`src/rtl/pd_ana_pkg.sv`:
```
// rtl/pd_ana_pkg.sv - shared types and constants for the VBUS analog transition path
//
// Purpose: FSM state encoding, PDO type codes, request unit multipliers and
// default vSafe5V / current-limit setpoints used by pd_vbus_ramp_ctrl.
// Ports: none (package).
package pd_ana_pkg;

  typedef enum logic [2:0] {
    ST_IDLE   = 3'd0,
    ST_RAMP   = 3'd1,
    ST_SETTLE = 3'd2,
    ST_CHECK  = 3'd3,
    ST_DONE   = 3'd4
  } ana_state_e;

  typedef enum logic {
    PDO_FIXED = 1'b0,
    PDO_PPS   = 1'b1
  } pdo_type_e;

  // Multipliers from request units to 10 mV / 10 mA units.
  localparam int unsigned VMUL_FIXED = 5;  // 50 mV -> 10 mV
  localparam int unsigned VMUL_PPS   = 2;  // 20 mV -> 10 mV
  localparam int unsigned IMUL_FIXED = 1;  // 10 mA -> 10 mA
  localparam int unsigned IMUL_PPS   = 5;  // 50 mA -> 10 mA

  localparam int unsigned VSAFE_DEF = 500;  // vSafe5V, 10 mV units
  localparam int unsigned IDEF_DEF  = 300;  // default current limit, 10 mA units

  // 10-bit request field times a small multiplier; 1023*5 fits in 13 bits.
  function automatic logic [12:0] scale_req(input logic [9:0] val, input int unsigned mul);
    return {3'b000, val} * 13'(mul);
  endfunction

endpackage

```
`src/rtl/pd_tick_gen.sv`:
```
// rtl/pd_tick_gen.sv - free-running ramp tick generator
//
// Purpose: divides clk by TICK_CYC; tick is high for one cycle when the
// counter sits at TICK_CYC-1 (the wrap point). Never restarted by requests.
// Ports:
//   clk   in   system clock
//   rst_n in   asynchronous active-low reset
//   tick  out  one-cycle pulse every TICK_CYC cycles
module pd_tick_gen #(
  parameter int unsigned TICK_CYC = 24
) (
  input  logic clk,
  input  logic rst_n,
  output logic tick
);

  localparam int unsigned CW = (TICK_CYC > 1) ? $clog2(TICK_CYC) : 1;

  logic [CW-1:0] cnt_q;

  assign tick = (cnt_q == CW'(TICK_CYC - 1));

  always_ff @(posedge clk or negedge rst_n) begin
    if (!rst_n) begin
      cnt_q <= '0;
    end else if (tick) begin
      cnt_q <= '0;
    end else begin
      cnt_q <= cnt_q + CW'(1);
    end
  end

endmodule

```
`src/rtl/pd_vbus_ramp_ctrl.sv`:
```
// rtl/pd_vbus_ramp_ctrl.sv - slew-limited VBUS setpoint controller for PD transitions
//
// Purpose: accepts a policy-engine transition request, converts it to 10 mV /
// 10 mA units, ramps the DAC setpoint toward the clamped target by at most
// VSTEP per tick, waits SETTLE_TICKS, then checks measured VBUS against the
// target and reports completion (with timeout error) to the policy engine.
// Detach returns the supply to vSafe5V without reporting.
// Ports:
//   clk, rst_n                    clock, asynchronous active-low reset
//   ana2pe_attached_i             port attached level
//   pe2ana_trans_en_i             one-cycle request strobe
//   pe2ana_trans_pdotype_i        0 fixed, 1 PPS
//   pe2ana_trans_voltage_i [9:0]  requested voltage (50 mV fixed / 20 mV PPS)
//   pe2ana_trans_current_i [9:0]  requested current (10 mA fixed / 50 mA PPS)
//   vbus_meas_i [12:0]            ADC VBUS, 10 mV units
//   ana2pe_trans_finish_o         one-cycle completion pulse
//   trans_err_o                   1 = tolerance timeout, valid with finish
//   dac_vset_o [12:0]             VBUS DAC setpoint, 10 mV units
//   ilim_set_o [12:0]             current limit, 10 mA units
//   busy_o                        transition in progress
module pd_vbus_ramp_ctrl
  import pd_ana_pkg::*;
#(
  parameter int unsigned TICK_CYC      = 24,
  parameter int unsigned VSTEP         = 3,
  parameter int unsigned SETTLE_TICKS  = 10,
  parameter int unsigned TIMEOUT_TICKS = 100,
  parameter int unsigned VTOL          = 25,
  parameter int unsigned VMIN          = 330,
  parameter int unsigned VMAX          = 2100,
  parameter int unsigned VSAFE         = VSAFE_DEF,
  parameter int unsigned IDEF          = IDEF_DEF
) (
  input  logic        clk,
  input  logic        rst_n,
  input  logic        ana2pe_attached_i,
  input  logic        pe2ana_trans_en_i,
  input  logic        pe2ana_trans_pdotype_i,
  input  logic [9:0]  pe2ana_trans_voltage_i,
  input  logic [9:0]  pe2ana_trans_current_i,
  input  logic [12:0] vbus_meas_i,
  output logic        ana2pe_trans_finish_o,
  output logic        trans_err_o,
  output logic [12:0] dac_vset_o,
  output logic [12:0] ilim_set_o,
  output logic        busy_o
);

  localparam int unsigned CNT_MAX = (SETTLE_TICKS > TIMEOUT_TICKS) ? SETTLE_TICKS : TIMEOUT_TICKS;
  localparam int unsigned CW      = $clog2(CNT_MAX + 1);

  ana_state_e  state_q;
  logic [12:0] dac_q, ilim_q, target_q;
  logic        finish_q, err_q, busy_q;
  logic [CW-1:0] settle_cnt_q, tout_cnt_q;
  logic [CW-1:0] settle_cnt_d, tout_cnt_d;

  logic        tick;
  logic [12:0] vt_raw, vt_clamped, it_conv;
  logic        ramp_up;
  logic [12:0] ramp_dist, meas_dist;

  pd_tick_gen #(.TICK_CYC(TICK_CYC)) u_tick (
    .clk  (clk),
    .rst_n(rst_n),
    .tick (tick)
  );

  // Request conversion is evaluated every cycle but only used on accept.
  always_comb begin
    if (pdo_type_e'(pe2ana_trans_pdotype_i) == PDO_PPS) begin
      vt_raw  = scale_req(pe2ana_trans_voltage_i, VMUL_PPS);
      it_conv = scale_req(pe2ana_trans_current_i, IMUL_PPS);
    end else begin
      vt_raw  = scale_req(pe2ana_trans_voltage_i, VMUL_FIXED);
      it_conv = scale_req(pe2ana_trans_current_i, IMUL_FIXED);
    end
    vt_clamped = vt_raw;
    if (vt_raw < 13'(VMIN)) begin
      vt_clamped = 13'(VMIN);
    end else if (vt_raw > 13'(VMAX)) begin
      vt_clamped = 13'(VMAX);
    end
  end

  // Unsigned magnitudes; computing the larger-minus-smaller avoids signed math.
  assign ramp_up      = (target_q >= dac_q);
  assign ramp_dist    = ramp_up ? (target_q - dac_q) : (dac_q - target_q);
  assign meas_dist    = (vbus_meas_i >= target_q) ? (vbus_meas_i - target_q) : (target_q - vbus_meas_i);
  assign settle_cnt_d = settle_cnt_q + CW'(1);
  assign tout_cnt_d   = tout_cnt_q + CW'(1);

  always_ff @(posedge clk or negedge rst_n) begin
    if (!rst_n) begin
      state_q      <= ST_IDLE;
      dac_q        <= 13'(VSAFE);
      ilim_q       <= 13'(IDEF);
      target_q     <= 13'(VSAFE);
      finish_q     <= 1'b0;
      err_q        <= 1'b0;
      busy_q       <= 1'b0;
      settle_cnt_q <= '0;
      tout_cnt_q   <= '0;
    end else begin
      finish_q <= 1'b0;
      if (!ana2pe_attached_i) begin
        // Detach wins over everything, including a same-cycle request.
        state_q <= ST_IDLE;
        dac_q   <= 13'(VSAFE);
        ilim_q  <= 13'(IDEF);
        busy_q  <= 1'b0;
      end else if (pe2ana_trans_en_i) begin
        // Accept in any state; a retarget ramps on from the present dac_q.
        target_q <= vt_clamped;
        ilim_q   <= it_conv;
        busy_q   <= 1'b1;
        err_q    <= 1'b0;
        state_q  <= ST_RAMP;
      end else begin
        unique case (state_q)
          ST_IDLE: begin
          end
          ST_RAMP: begin
            if (tick) begin
              if (ramp_dist <= 13'(VSTEP)) begin
                dac_q        <= target_q;
                settle_cnt_q <= '0;
                state_q      <= ST_SETTLE;
              end else if (ramp_up) begin
                dac_q <= dac_q + 13'(VSTEP);
              end else begin
                dac_q <= dac_q - 13'(VSTEP);
              end
            end
          end
          ST_SETTLE: begin
            if (tick) begin
              settle_cnt_q <= settle_cnt_d;
              if (settle_cnt_d == CW'(SETTLE_TICKS)) begin
                tout_cnt_q <= '0;
                state_q    <= ST_CHECK;
              end
            end
          end
          ST_CHECK: begin
            if (tick) begin
              if (meas_dist <= 13'(VTOL)) begin
                state_q  <= ST_DONE;
                finish_q <= 1'b1;
                err_q    <= 1'b0;
                busy_q   <= 1'b0;
              end else begin
                tout_cnt_q <= tout_cnt_d;
                if (tout_cnt_d == CW'(TIMEOUT_TICKS)) begin
                  state_q  <= ST_DONE;
                  finish_q <= 1'b1;
                  err_q    <= 1'b1;
                  busy_q   <= 1'b0;
                end
              end
            end
          end
          // finish_q/err_q were loaded on entry, so DONE lasts exactly one cycle.
          ST_DONE: state_q <= ST_IDLE;
          default: state_q <= ST_IDLE;
        endcase
      end
    end
  end

  assign ana2pe_trans_finish_o = finish_q;
  assign trans_err_o           = err_q;
  assign dac_vset_o            = dac_q;
  assign ilim_set_o            = ilim_q;
  assign busy_o                = busy_q;

endmodule

```
`config.mk`:
```
export PLATFORM = sky130hd
export DESIGN_NAME = pd_vbus_ramp_ctrl
export DESIGN_NICKNAME = d
export VERILOG_FILES = /design/src/rtl/pd_ana_pkg.sv /design/src/rtl/pd_tick_gen.sv /design/src/rtl/pd_vbus_ramp_ctrl.sv
export SDC_FILE = /design/constraint.sdc
export NUM_CORES = 1
export LEC_CHECK = 0
export CAP_MARGIN = 20
export CORE_AREA = 2 2 90 178
export DETAILED_ROUTE_END_ITERATION = 16
export DIE_AREA = 0 0 92 180
export GPL_TIMING_DRIVEN = 0
export PLACE_DENSITY = 0.71
export SETUP_SLACK_MARGIN = 0.15
export SLEW_MARGIN = 5
export SYNTH_ARGS = -nofsm -noshare
export SYNTH_HDL_FRONTEND = slang
export SYNTH_SLANG_ARGS = --single-unit
```
`constraint.sdc`:
```
create_clock -name clk -period 6.05 [get_ports clk]
set_clock_uncertainty 0.2 [all_clocks]
set_input_delay 1.21 -clock clk [delete_from_list [all_inputs] [get_ports clk]]
set_output_delay 1.21 -clock clk [all_outputs]
set_load 0.01 [all_outputs]
```
==> impl_metrics.env <==
export IMPL_first_pass_iters=4
export IMPL_wire_per_inst_um=18.4
export IMPL_synth_largest_area_cell="ha_1"
export IMPL_vias_per_cell=5.99
export IMPL_peakVddDrop_v=0.000187
export IMPL_drcViolationCount=0
export IMPL_hp_class="flip-flop to flip-flop"
export IMPL_syn_area_um2=7440
export IMPL_grt_pass1_vias=7301
export IMPL_utilization_pct=56.8
export IMPL_cts_sinks=64
export IMPL_syn_avg_cell_area_um2=8.26
export IMPL_grt_first_pass_wirelength_mm=35.4
export IMPL_critPathArrivalTime_ps=5120
export IMPL_gr_total_overflow=0
export IMPL_antenna_cells=0
export IMPL_drv_cap=0
export IMPL_power_density_nw_per_um2=270
export IMPL_num_rows=64
export IMPL_nets=1120
export IMPL_cp_slowest_cell="a211oi_2"
export IMPL_worstPathMaxFanout=8
export IMPL_layout_commonest_cell="ha_1"
export IMPL_timing_final_ws_setup_ps=956
export IMPL_status="complete, no violations"
export IMPL_cts_htree_levels=3
export IMPL_synth_seq_cells=64
export IMPL_grt_usage_pct=26.7
export IMPL_dieArea_um2=16600
export IMPL_areaGrowthSynthToFinish_pct=16.1
export IMPL_clockBufferDepth=2
export IMPL_io_pins=67
export IMPL_fmax_mhz=196
export IMPL_total_power_w=0.00233
export IMPL_postRouteAntennaNets=0
export IMPL_first_iter_violations=358
export IMPL_synth_edf_count=0
export IMPL_slowest_delay_ps=580
export IMPL_critical_path_class="input port to flip-flop"
export IMPL_worst_pin_slew_ps=806
export IMPL_crit_chain="clkdlybuf4s50_1 > inv_1 > ha_1 > nor2b_1 > a41o_1 > o311a_1 > o41a_1 > nor4_1 > o211ai_1 > a211oi_2 > a211o_1 > o21ai_1 > o31ai_1"
export IMPL_routed_wl_mm=21.8
export IMPL_final_period_utilization_pct=84.2
export IMPL_layout_drive_gt1_share_pct=7.22
export IMPL_dpl_worst_slack_ps=671
export IMPL_yosysUniqueCellTypes=88
export IMPL_synth_ff_type="dfrtp_1"
export IMPL_period_minus_slack_ps=5090
export IMPL_maxSlewViolCount=0
export IMPL_synth_seq_area_share_pct=21.8
export IMPL_cts_tree="done"
export IMPL_finalHoldViolCount=0
export IMPL_root_buffer="clkbuf_16"
export IMPL_place_congestion=0.913
export IMPL_cts_setup_buffers=0
export IMPL_antenna_found_initial=0
export IMPL_setup_viol=0
export IMPL_post_cts_resized=0
export IMPL_grt_max_degree=65
export IMPL_hold_buffers=0
export IMPL_cp_required_ps=6080
export IMPL_async_reset_ff_share_pct=100
export IMPL_nFillCells=1424
export IMPL_grt_setup_unrepaired="false"
export IMPL_clk_latency_ps=320
export IMPL_layout_common_cells="97 x ha_1, 82 x nor2_1, 68 x inv_1"
export IMPL_netlist_instances=901
export IMPL_num_vias=7078
export IMPL_numPortBuffers=65
export IMPL_initial_utilization_pct=48.9
export IMPL_coreArea_um2=15200
export IMPL_synth_area_leaders="ha_1 16%, dfrtp_1 16%, dfstp_2 5.7%, nor2_1 4.1%, xnor2_1 3.7%"
export IMPL_cp_start_kind="input port"
export IMPL_p_leak_nw=3.89
export IMPL_clk_pin_slew_ps=50
export IMPL_synth_top_cell_area_share_pct=16.3
export IMPL_die_y_um=180
export IMPL_setup_tns_ps=0
export IMPL_slew_headroom_pct=46.2
export IMPL_numCtsBuffers=9
export IMPL_dpl_hpwl_mm=17.7
export IMPL_syn_num_nets=1043
export IMPL_synth_warnings=0
export IMPL_die_x_um=92
export IMPL_endpoint_kind="flip-flop"
-- per-layer routing --
metal	vias to the layer above	GRT usage, %	part of all wire, %
met5	-	0	0
met4	0	18.4	7.5
met3	84	3.19	3.0
met2	192	50.8	54
met1	3345	25.9	35
li1	3457	-	-
-- critical path, delay by kind of cell --
| kind | cells | cell delay, ps |
|---|---|---|
| compound gates | 8 | 2380 |
| fa+ha+maj | 1 | 350 |
| buf+inv | 2 | 680 |
| simple gates | 2 | 500 |
-- where the power goes --
group	internal, W	switching, W	total, W
clock network	0.000340	0.000176	0.000516
logic	0.000552	0.000741	0.00129
registers	0.000468	0.0000555	0.000524
total	0.00136	0.000973	0.00233
-- synth_stat cells, types with 11 or more instances --
cell type  number
ha_1           97
o22ai_1        11
dfrtp_1        48
a31oi_1        16
inv_1          68
nor2_1         82
xnor2_1        31
a211oi_1       13
a21o_1         18
nand2_1        54
a21oi_1        51
clkbuf_1       20
o21a_1         13
nor2b_1        17
nand2b_1       19
o21ai_0        51
mux2i_1        24
nand3_1        25
dfstp_2        16
o21ai_1        13
nor3_1         20
-- layout make-up --
class | instances | area [um2] | share of cell area (%)
multi-input cells | 733 | 5380 | 62.2
well taps | 198 | 248 | 2.87
inverters | 70 | 268 | 3.10
repair buffers | 66 | 653 | 7.56
plain buffers | 34 | 174 | 2.01
clock inverters | 3 | 40.0 | 0.463
clock buffers | 13 | 260 | 3.01
flip-flops and latches | 64 | 1620 | 18.8
-- worst paths after layout --
path / start / end / slack (ps) / depth (start not counted)
max: vbus_meas_i[1] / tout_cnt_q[6] / 960 / 13
min: u_tick.cnt_q[0] / u_tick.cnt_q[0] / 260 / 1
max reg2reg: dac_vset_o[1] / dac_vset_o[12] / 1200 / 18
min reg2reg: u_tick.cnt_q[0] / u_tick.cnt_q[0] / 260 / 1
max in group asynchronous: rst_n / dac_vset_o[0] / 4330 / 1
min in group asynchronous: rst_n / dac_vset_o[9] / 750 / 1
-- through the flow --
stage                     std cells  hold slack [ps]  cell area, um2
after floorplan                 901              232            7440
final                          1181              261            8640
after global routing           1181              280            8640
after global placement         1164              250            8340
after CTS                      1180              260            8630
after detailed placement       1164              252            8330
-- kinds of logic (layout without fill, tap and decap cells) --
logic type	Yosys count	after routing	share of synthesized area, %
buf+inv	104	186	5.94
fa+ha+maj	104	104	18.2
xor+xnor	40	40	4.71
simple gates	283	283	19.6
compound gates	278	278	25.7
flops	64	64	21.8
mux	28	28	3.99
-- state kept, by name (all words and copies together) (netlist names) --
register	flops
settle_cnt_q	7
dac_vset_o	13
u_tick.cnt_q	5
target_q	13
ilim_set_o	13
trans_err_o	1
state_q	3
busy_o	1
tout_cnt_q	7
ana2pe_trans_finish_o	1
(Power assumes the default switching activity.)
